[src/rtl/floatmul_pkg.sv]
// Shared float32 types, constants and classification helpers for the
// floatmul block and its datapath.
package floatmul_pkg;

    typedef struct packed {
        logic        sign;
        logic [7:0]  exp;
        logic [22:0] mant;
    } float32_t;

    localparam int          FP_EXP_BIAS = 127;
    localparam logic [31:0] FP_QNAN     = 32'h7FC00000;
    localparam logic [7:0]  FP_INF_EXP  = 8'hFF;

    typedef enum logic [1:0] {COLLECT, MUL, NORM, OUT} state_t;
    typedef enum logic [1:0] {SP_NONE, SP_NAN, SP_INF, SP_ZERO} special_t;

    function automatic logic is_nan(input float32_t f);
        return (f.exp == FP_INF_EXP) && (f.mant != '0);
    endfunction

    function automatic logic is_inf(input float32_t f);
        return (f.exp == FP_INF_EXP) && (f.mant == '0);
    endfunction

    // Subnormals are treated as zero throughout (flush to zero).
    function automatic logic is_zero_or_sub(input float32_t f);
        return f.exp == 8'h00;
    endfunction

endpackage

[src/rtl/floatmul_core.sv]
// Two-stage float32 multiply datapath: mantissa product and special-case
// classification, then normalize, round-to-nearest-even and saturate.
module floatmul_core
    import floatmul_pkg::*;
(
    input  logic     clk,
    input  logic     rst,
    input  logic     mul_en,
    input  float32_t a,
    input  float32_t b,
    output logic     res_vld,
    output float32_t res
);

    logic               vld_p1, vld_p2;
    logic               sign_p1;
    logic signed [9:0]  exp_p1;
    logic [47:0]        prod_p1;
    special_t           spec_p1;
    float32_t           res_p2;

    function automatic special_t special_sel(input float32_t x, input float32_t y);
        if (is_nan(x) || is_nan(y))
            return SP_NAN;
        if ((is_inf(x) && is_zero_or_sub(y)) || (is_inf(y) && is_zero_or_sub(x)))
            return SP_NAN;
        if (is_inf(x) || is_inf(y))
            return SP_INF;
        if (is_zero_or_sub(x) || is_zero_or_sub(y))
            return SP_ZERO;
        return SP_NONE;
    endfunction

    function automatic float32_t saturate(input logic s, input logic signed [9:0] ex,
                                          input logic [22:0] m, input special_t sp);
        float32_t r;
        r = '{sign: s, exp: ex[7:0], mant: m};
        case (sp)
            SP_NAN:  r = FP_QNAN;
            SP_INF:  r = '{sign: s, exp: FP_INF_EXP, mant: '0};
            SP_ZERO: r = '{sign: s, exp: '0, mant: '0};
            default: begin
                if (ex >= 10'sd255)
                    r = '{sign: s, exp: FP_INF_EXP, mant: '0};
                else if (ex <= 10'sd0)
                    r = '{sign: s, exp: '0, mant: '0};
            end
        endcase
        return r;
    endfunction

    function automatic float32_t round_norm(input logic s, input logic signed [9:0] e,
                                            input logic [47:0] p, input special_t sp);
        logic [22:0]       m;
        logic              g, st;
        logic [23:0]       mr;
        logic signed [9:0] ex;
        if (p[47]) begin
            m  = p[46:24];
            g  = p[23];
            st = |p[22:0];
            ex = e + 10'sd1;
        end else begin
            m  = p[45:23];
            g  = p[22];
            st = |p[21:0];
            ex = e;
        end
        mr = {1'b0, m} + 24'(g & (st | m[0]));
        // All-ones fraction rounding up wraps to 1.0 of the next binade.
        if (mr[23])
            ex = ex + 10'sd1;
        return saturate(s, ex, mr[22:0], sp);
    endfunction

    always_ff @(posedge clk or negedge rst) begin
        if (!rst) begin
            vld_p1 <= 1'b0;
            vld_p2 <= 1'b0;
        end else begin
            vld_p1 <= mul_en;
            vld_p2 <= vld_p1;
        end
    end

    // p1: sign, biased exponent sum and 24x24 product with hidden ones
    always_ff @(posedge clk) begin
        if (mul_en) begin
            sign_p1 <= a.sign ^ b.sign;
            exp_p1  <= $signed({2'b00, a.exp}) + $signed({2'b00, b.exp}) - 10'(FP_EXP_BIAS);
            prod_p1 <= 48'({1'b1, a.mant}) * 48'({1'b1, b.mant});
            spec_p1 <= special_sel(a, b);
        end
    end

    // p2: normalized, rounded and saturated result
    always_ff @(posedge clk) begin
        if (vld_p1)
            res_p2 <= round_norm(sign_p1, exp_p1, prod_p1, spec_p1);
    end

    assign res_vld = vld_p2;
    assign res     = res_p2;

endmodule

[src/rtl/floatmul.sv]
// float32 multiplier wrapper: operand holding registers, control FSM and the
// A/B/O valid-ready handshakes around floatmul_core.
module floatmul
    import floatmul_pkg::*;
(
    input  logic        clk,
    input  logic        rst,
    output logic        busy,
    input  logic        a_valid,
    input  logic [31:0] a_data,
    output logic        a_ready,
    input  logic        b_valid,
    input  logic [31:0] b_data,
    output logic        b_ready,
    output logic        o_valid,
    output logic [31:0] o_data,
    input  logic        o_ready
);

    state_t   state, state_nxt;
    float32_t a_p0, b_p0;
    logic     a_full, b_full;
    logic     mul_en;
    logic     res_vld;
    float32_t res;

    assign a_ready = !a_full && (state == COLLECT);
    assign b_ready = !b_full && (state == COLLECT);
    assign o_valid = (state == OUT);
    assign busy    = a_full || b_full || (state != COLLECT);

    always_comb begin
        state_nxt = state;
        mul_en    = 1'b0;
        case (state)
            COLLECT: if (a_full && b_full) begin
                state_nxt = MUL;
                mul_en    = 1'b1;
            end
            MUL:     state_nxt = NORM;
            NORM:    if (res_vld) state_nxt = OUT;
            OUT:     if (o_ready) state_nxt = COLLECT;
            default: state_nxt = COLLECT;
        endcase
    end

    always_ff @(posedge clk or negedge rst) begin
        if (!rst) begin
            state  <= COLLECT;
            a_full <= 1'b0;
            b_full <= 1'b0;
            o_data <= '0;
        end else begin
            state <= state_nxt;
            if (mul_en)
                a_full <= 1'b0;
            else if (a_valid && a_ready)
                a_full <= 1'b1;
            if (mul_en)
                b_full <= 1'b0;
            else if (b_valid && b_ready)
                b_full <= 1'b1;
            if ((state == NORM) && res_vld)
                o_data <= res;
        end
    end

    // p0: operand holding registers
    always_ff @(posedge clk) begin
        if (a_valid && a_ready)
            a_p0 <= a_data;
        if (b_valid && b_ready)
            b_p0 <= b_data;
    end

    floatmul_core u_core (
        .clk     (clk),
        .rst     (rst),
        .mul_en  (mul_en),
        .a       (a_p0),
        .b       (b_p0),
        .res_vld (res_vld),
        .res     (res)
    );

endmodule

[config.mk]
export PLATFORM = sky130hd
export DESIGN_NAME = floatmul
export DESIGN_NICKNAME = d
export VERILOG_FILES = /design/src/rtl/floatmul_pkg.sv /design/src/rtl/floatmul_core.sv /design/src/rtl/floatmul.sv
export SDC_FILE = /design/constraint.sdc
export NUM_CORES = 2
export LEC_CHECK = 0
export BUFFER_PORTS_ARGS = -buffer_cell sky130_fd_sc_hd__clkbuf_2
export CAP_MARGIN = 25
export CORE_AREA = 4 4 182 272
export DETAILED_ROUTE_END_ITERATION = 6
export DIE_AREA = 0 0 186 276
export PLACE_DENSITY_LB_ADDON = 0.2
export SLEW_MARGIN = 30
export SYNTH_ARGS = -nofsm -noshare
export SYNTH_HDL_FRONTEND = slang
export SYNTH_SLANG_ARGS = --single-unit
[constraint.sdc]
create_clock -name clk -period 7.2 [get_ports clk]
set_clock_uncertainty 0.2 [all_clocks]
set_input_delay 0.36 -clock clk [delete_from_list [all_inputs] [get_ports clk]]
set_output_delay 0.36 -clock clk [all_outputs]
set_load 0.01 [all_outputs]
# Word-level counts from Yosys, hierarchy flattened
# Cells that the tools add are included.
dict set report word_totals {
  input_bits 69
  regBits 195
}
dict set report op_classes {
  magnitude_cmp 2
  n_addsub 5
  n_mul 1
  n_bitwise 3
  muxes 45
  reduce_logical 33
  eq_ne 11
}
# op count
set op_table {}
lappend op_table {{one-hot mux 32 bit (3 select lines)} 1}
lappend op_table {{2-to-1 mux 31 bit} 2}
lappend op_table {{multiplier 24 x 24 -> 48 bit} 1}
lappend op_table {{logical NOT 23 bit} 2}
lappend op_table {{2-to-1 mux 23 bit} 2}
lappend op_table {{nonzero test 23 bit} 2}
lappend op_table {{2-to-1 mux 10 bit} 4}
lappend op_table {{adder 23 x 24 -> 24 bit} 1}
lappend op_table {{AND 1 x 24 -> 24 bit} 1}
lappend op_table {{2-to-1 mux 1 bit} 24}
lappend op_table {{OR reduction 23 bit} 1}
lappend op_table {{2-to-1 mux 2 bit} 11}
lappend op_table {{OR reduction 22 bit} 1}
lappend op_table {{adder 10 x 2 -> 10 bit, second input constant} 2}
lappend op_table {{== test 8 bit, second input constant} 2}
lappend op_table {{logical NOT 8 bit} 2}
lappend op_table {{logical AND 1 bit} 12}
lappend op_table {{greater-or-equal comparator 10 x 9 -> 1 bit, second input constant} 1}
lappend op_table {{<= comparator 10 x 1 -> 1 bit, second input constant} 1}
lappend op_table {{subtractor 10 x 8 -> 10 bit, second input constant} 1}
lappend op_table {{adder 8 x 8 -> 9 bit} 1}
lappend op_table {{== test 2 bit, second input constant} 4}
lappend op_table {{one-hot mux 2 bit (4 select lines)} 1}
lappend op_table {{logical OR 1 bit} 6}
lappend op_table {{8 further kinds} 14}

# Longest topological paths before layout
dict set report logic_depth {
  ltp_word 18
  mapped_depth 27
}

# Hierarchy
# A second synthesis with hierarchy kept.
dict set report unflattened {
  hier_cells 2739
  hier_area_um2 27465.1
}
# mod seq_area_each_um2 cells_each area_per_inst_um2 instances
set by_module_without_submodules {}
lappend by_module_without_submodules {floatmul_core 2842.7 2582 23979.2 1}
lappend by_module_without_submodules {floatmul 2822.7 157 3485.8 1}

# Worst setup path after synthesis
# No wires, ideal clock.
dict set report synth_timing {
  path_kind {reg-to-reg}
  startpoint {register b_p0[0] in the netlist's numbering}
  endpoint {register u_core.prod_p1[39], data pin}
  stages_incl_launch_ff 25
  path_slack_ns -0.005
  setup_time_ns 0.278
  required_ns 6.722
  t_arrival_ns 6.727
  path_cell_list {edfxtp_1 clkbuf_1 and2_1 fa_1 inv_1 fa_1 fa_1 inv_1 fa_1 inv_1 fa_1 fa_1 fa_1 inv_1 ha_1 a21o_1 a21o_1 a21o_1 o21a_1 nor3_1 a21oi_1 a211oi_2 o211ai_1 a2111oi_0 a311oi_1}
}
dict set report synth_between {
  elab_chain_len 1
}
# element line_no
set synth_lines {}
lappend synth_lines {{start, declared} floatmul.sv:21} ;# float32_t a_p0, b_p0;
lappend synth_lines {{start signal, assigned} floatmul.sv:73} ;# b_p0 <= b_data;
lappend synth_lines {{multiplier 24 x 24 -> 48 bit} floatmul_core.sv:91} ;# prod_p1 <= 48'({1'b1, a.mant}) * 48'({1'b1, b.mant});
lappend synth_lines {{end signal, assigned} floatmul_core.sv:91}
lappend synth_lines {{end, declared} floatmul_core.sv:18} ;# logic [47:0] prod_p1;
# Every way passes these cells.
# A chain may end at the register's enable or synchronous reset.

# Worst setup path in the final report
dict set report layout_timing {
  startpoint {register b_p0[9] in the netlist's numbering}
  endpoint {register u_core.prod_p1[45], data pin}
}
# The elaborated chain is that of the path after synthesis.

==> run metrics <==
status=complete, but fails checks; failing checks=negative setup slack; FF/Latch Area=5670 sq um; WP data required=7.22 ns; most used cell, CP=fa_1; area grow syn2layout=17.2%; Critical Path AT=7.29 ns; Slew HR=34.9%; TritonCTS Buffers=17; Mapped Nets=3512; Detail Route Antenna Nets=0; worst-margin pin slew=~0.98 ns; Final WS setup=-0.0725 ns; crit share post-route=101%; synth cell count leaders=599 x inv_1, 483 x fa_1, 300 x nand2_1; post-layout min period=7.27 ns; Post-DP HPWL=57.5 mm; Worst Setup End Kind=flop; Final Hold Viols=0; latest clock arrival within the worst-skew pair=between 0.4 and 0.5 ns; # rows=between 90 and 100; f_max=0.138 GHz; first-pass GRT wire length=~110 mm; Synth async-reset ratio=roughly a fifth; Placed Cells incl. Taps=3566; Finished Layout Cells=3699; clk buf depth=2; multi-input logic area=19600 sq um; routed via count=20000; DIE HEIGHT=around 280 um; post-synth top area share=35.2%; RSZ-0062 raised after global routing=true; IO Pins=roughly 110; die width=186 um; Ys Warns=0; clock slew at reported path FFs=0.09 ns; area of the mapped netlist=27500 sq um; critical path class=flop to flop; vias in the first global route=22100; DR WL/cell=19.0 um; hold slack=0.164 ns; Max Cap Viol=0; CP delay by family, top=adder cells; # DRC=0; Max Fanout on Critical Path=5; register bit total from synthesis=195; DRT Pass-1 Iters=6; Final setup violation count=2; fin. max-slew vios=0; crit start category=flop; dominant synthesized flop cell=edfxtp_1; CTS sink cnt=around 200; post-synthesis cell type count=76; layout cells sized above 1=17.5%; Congestion Overflow GR=0; CP max stage cell=fa_1; cell with the most instances after synthesis=inv_1; Syn Area/Cell=9.94 sq um; GRT Total Usage=28.3%; die area=around 51000 sq um; Synth area leaders=fa_1 35%, edfxtp_1 17%, ha_1 8.8%; initial drt markers=approximately 1100; final WL=70.3 mm; min-delay worst type=primary input to flop; pin count of the biggest net entering global routing=63; pre-CTS WS=-0.372 ns; EDFF count, synth=about 160; initial antenna violation count=2; vias per inst=5.41; sequential share of the synthesized area=20.6%; area leader, netlist=fa_1; nets=3830; H-tree depth=4; CTS tree=built; Initial Util=58.1%; Setup TNS=-0.118 ns; Final Wtd Congestion=roughly 0.98; Root Buffer=clkbuf_16; FILL cells=3595; worst path bufs/invs=7; Gate Count Post-Synth=2767; core area=47300 sq um; IO buf count=104; CP max stage delay=~0.56 ns
cell usage in the layout, fill, tap and decap left out, drive strengths merged, types with 4 or more instances in the layout:
master       instances
a211oi              18
a21o                43
a21oi               53
a31oi               11
and2               272
and3                12
buf                248
clkbuf             120
clkinv               9
dfrtp               38
dlygate4sd3         65
edfxtp             157
fa                 483
ha                 193
inv                608
mux2                35
mux2i               15
nand2              300
nand2b               8
nand3               25
nand4               18
nor2               109
nor2b               13
nor3                10
nor4                21
o211ai               6
o21a                 7
o21ai               36
o21bai               8
o31ai                4
or3                  7
xnor2               71
xor2                35
worst paths after layout:
path	startpoint	to	slack (ns)	cells past startpoint
worst max-delay path	b_p0[9]$_DFFE_PP_	u_core.prod_p1[45]$_DFFE_PP_	-0.07	26
worst min-delay path	o_ready	state[1]$_DFFE_PN0P_	0.16	5
worst max register to register	b_p0[9]$_DFFE_PP_	u_core.prod_p1[45]$_DFFE_PP_	-0.07	26
worst min register to register	u_core.res[10]$_DFFE_PP_	o_data[10]$_DFFE_PN0P_	0.28	1
max in group asynchronous	rst	state[0]$_DFFE_PN0P_	6.26	2
min in group asynchronous	rst	o_data[17]$_DFFE_PN0P_	0.18	2
area by class of cell:
cell class	instances	area share [%]
diodes	1	0.00777
clock buffers	17	1.32
clock inverters	15	0.610
inverters	602	7.02
multi-input cells	1853	60.8
flip-flops and latches	195	17.6
well taps	600	2.33
repair buffers	416	10.3
kinds of logic (layout without fill, tap and decap cells):
group | count (synthesis) | count (layout) | synth area share (%)
AO/OA/AOI/OAI | 211 | 211 | 5.18
XOR/XNOR | 106 | 106 | 3.40
adder cells (fa/ha/maj) | 676 | 676 | 43.9
buffers and inverters | 719 | 1050 | 10.0
flip-flops | 195 | 195 | 20.6
multiplexers | 50 | 50 | 1.99
other | 0 | 1 | 0
AND/OR/NAND/NOR | 810 | 810 | 14.9
state kept, by name, summed over array words and instances, names as in the netlist:
name and cells:
a_p0 32, b_p0 32, u_core.res 32, o_data 32, u_core.vld_p1 1, u_core.spec_p1 2, u_core.prod_p1 48, state 2
u_core.res_vld 1, u_core.exp_p1 10, u_core.sign_p1 1, a_full 1, b_full 1
per-layer routing:
metal	vias up	routed length [um]	GRT usage, %
met3	187	3620	4.33
met5	-	0	0
met4	0	3520	11.8
met2	628	36600	50.1
met1	10100	26500	34.0
li1	9109	-	-
worst min-delay path, delay by kind of cell:
family	cells	cell delay, ns
buffers and inverters	1	0.08
AOI/OAI and AO/OA	2	0.18
and+or+nand+nor	2	0.16
what timing repair did:
action                                  in CTS  in global routing
endpoints found under the setup margin      15                 19
endpoints found under the hold margin      102                  0
resized for setup                           69                105
buffers inserted                            15                 25
hold buffers                                65                  0
pin swaps                                   48                 83
stage by stage:
stage / instance area, sq um / utilization [%]
2_1_floorplan: 27500 / -
3_5_place_dp: 30000 / 63.3
6_report: 32200 / 68.1
4_1_cts: 31600 / 66.9
5_1_grt: 32200 / 68.1
3_3_place_gp: 30000 / 63.3
Power is left out: the tool's default activity adds up to more than one toggle a clock period on the data nets, which glitch-free logic cannot reach.
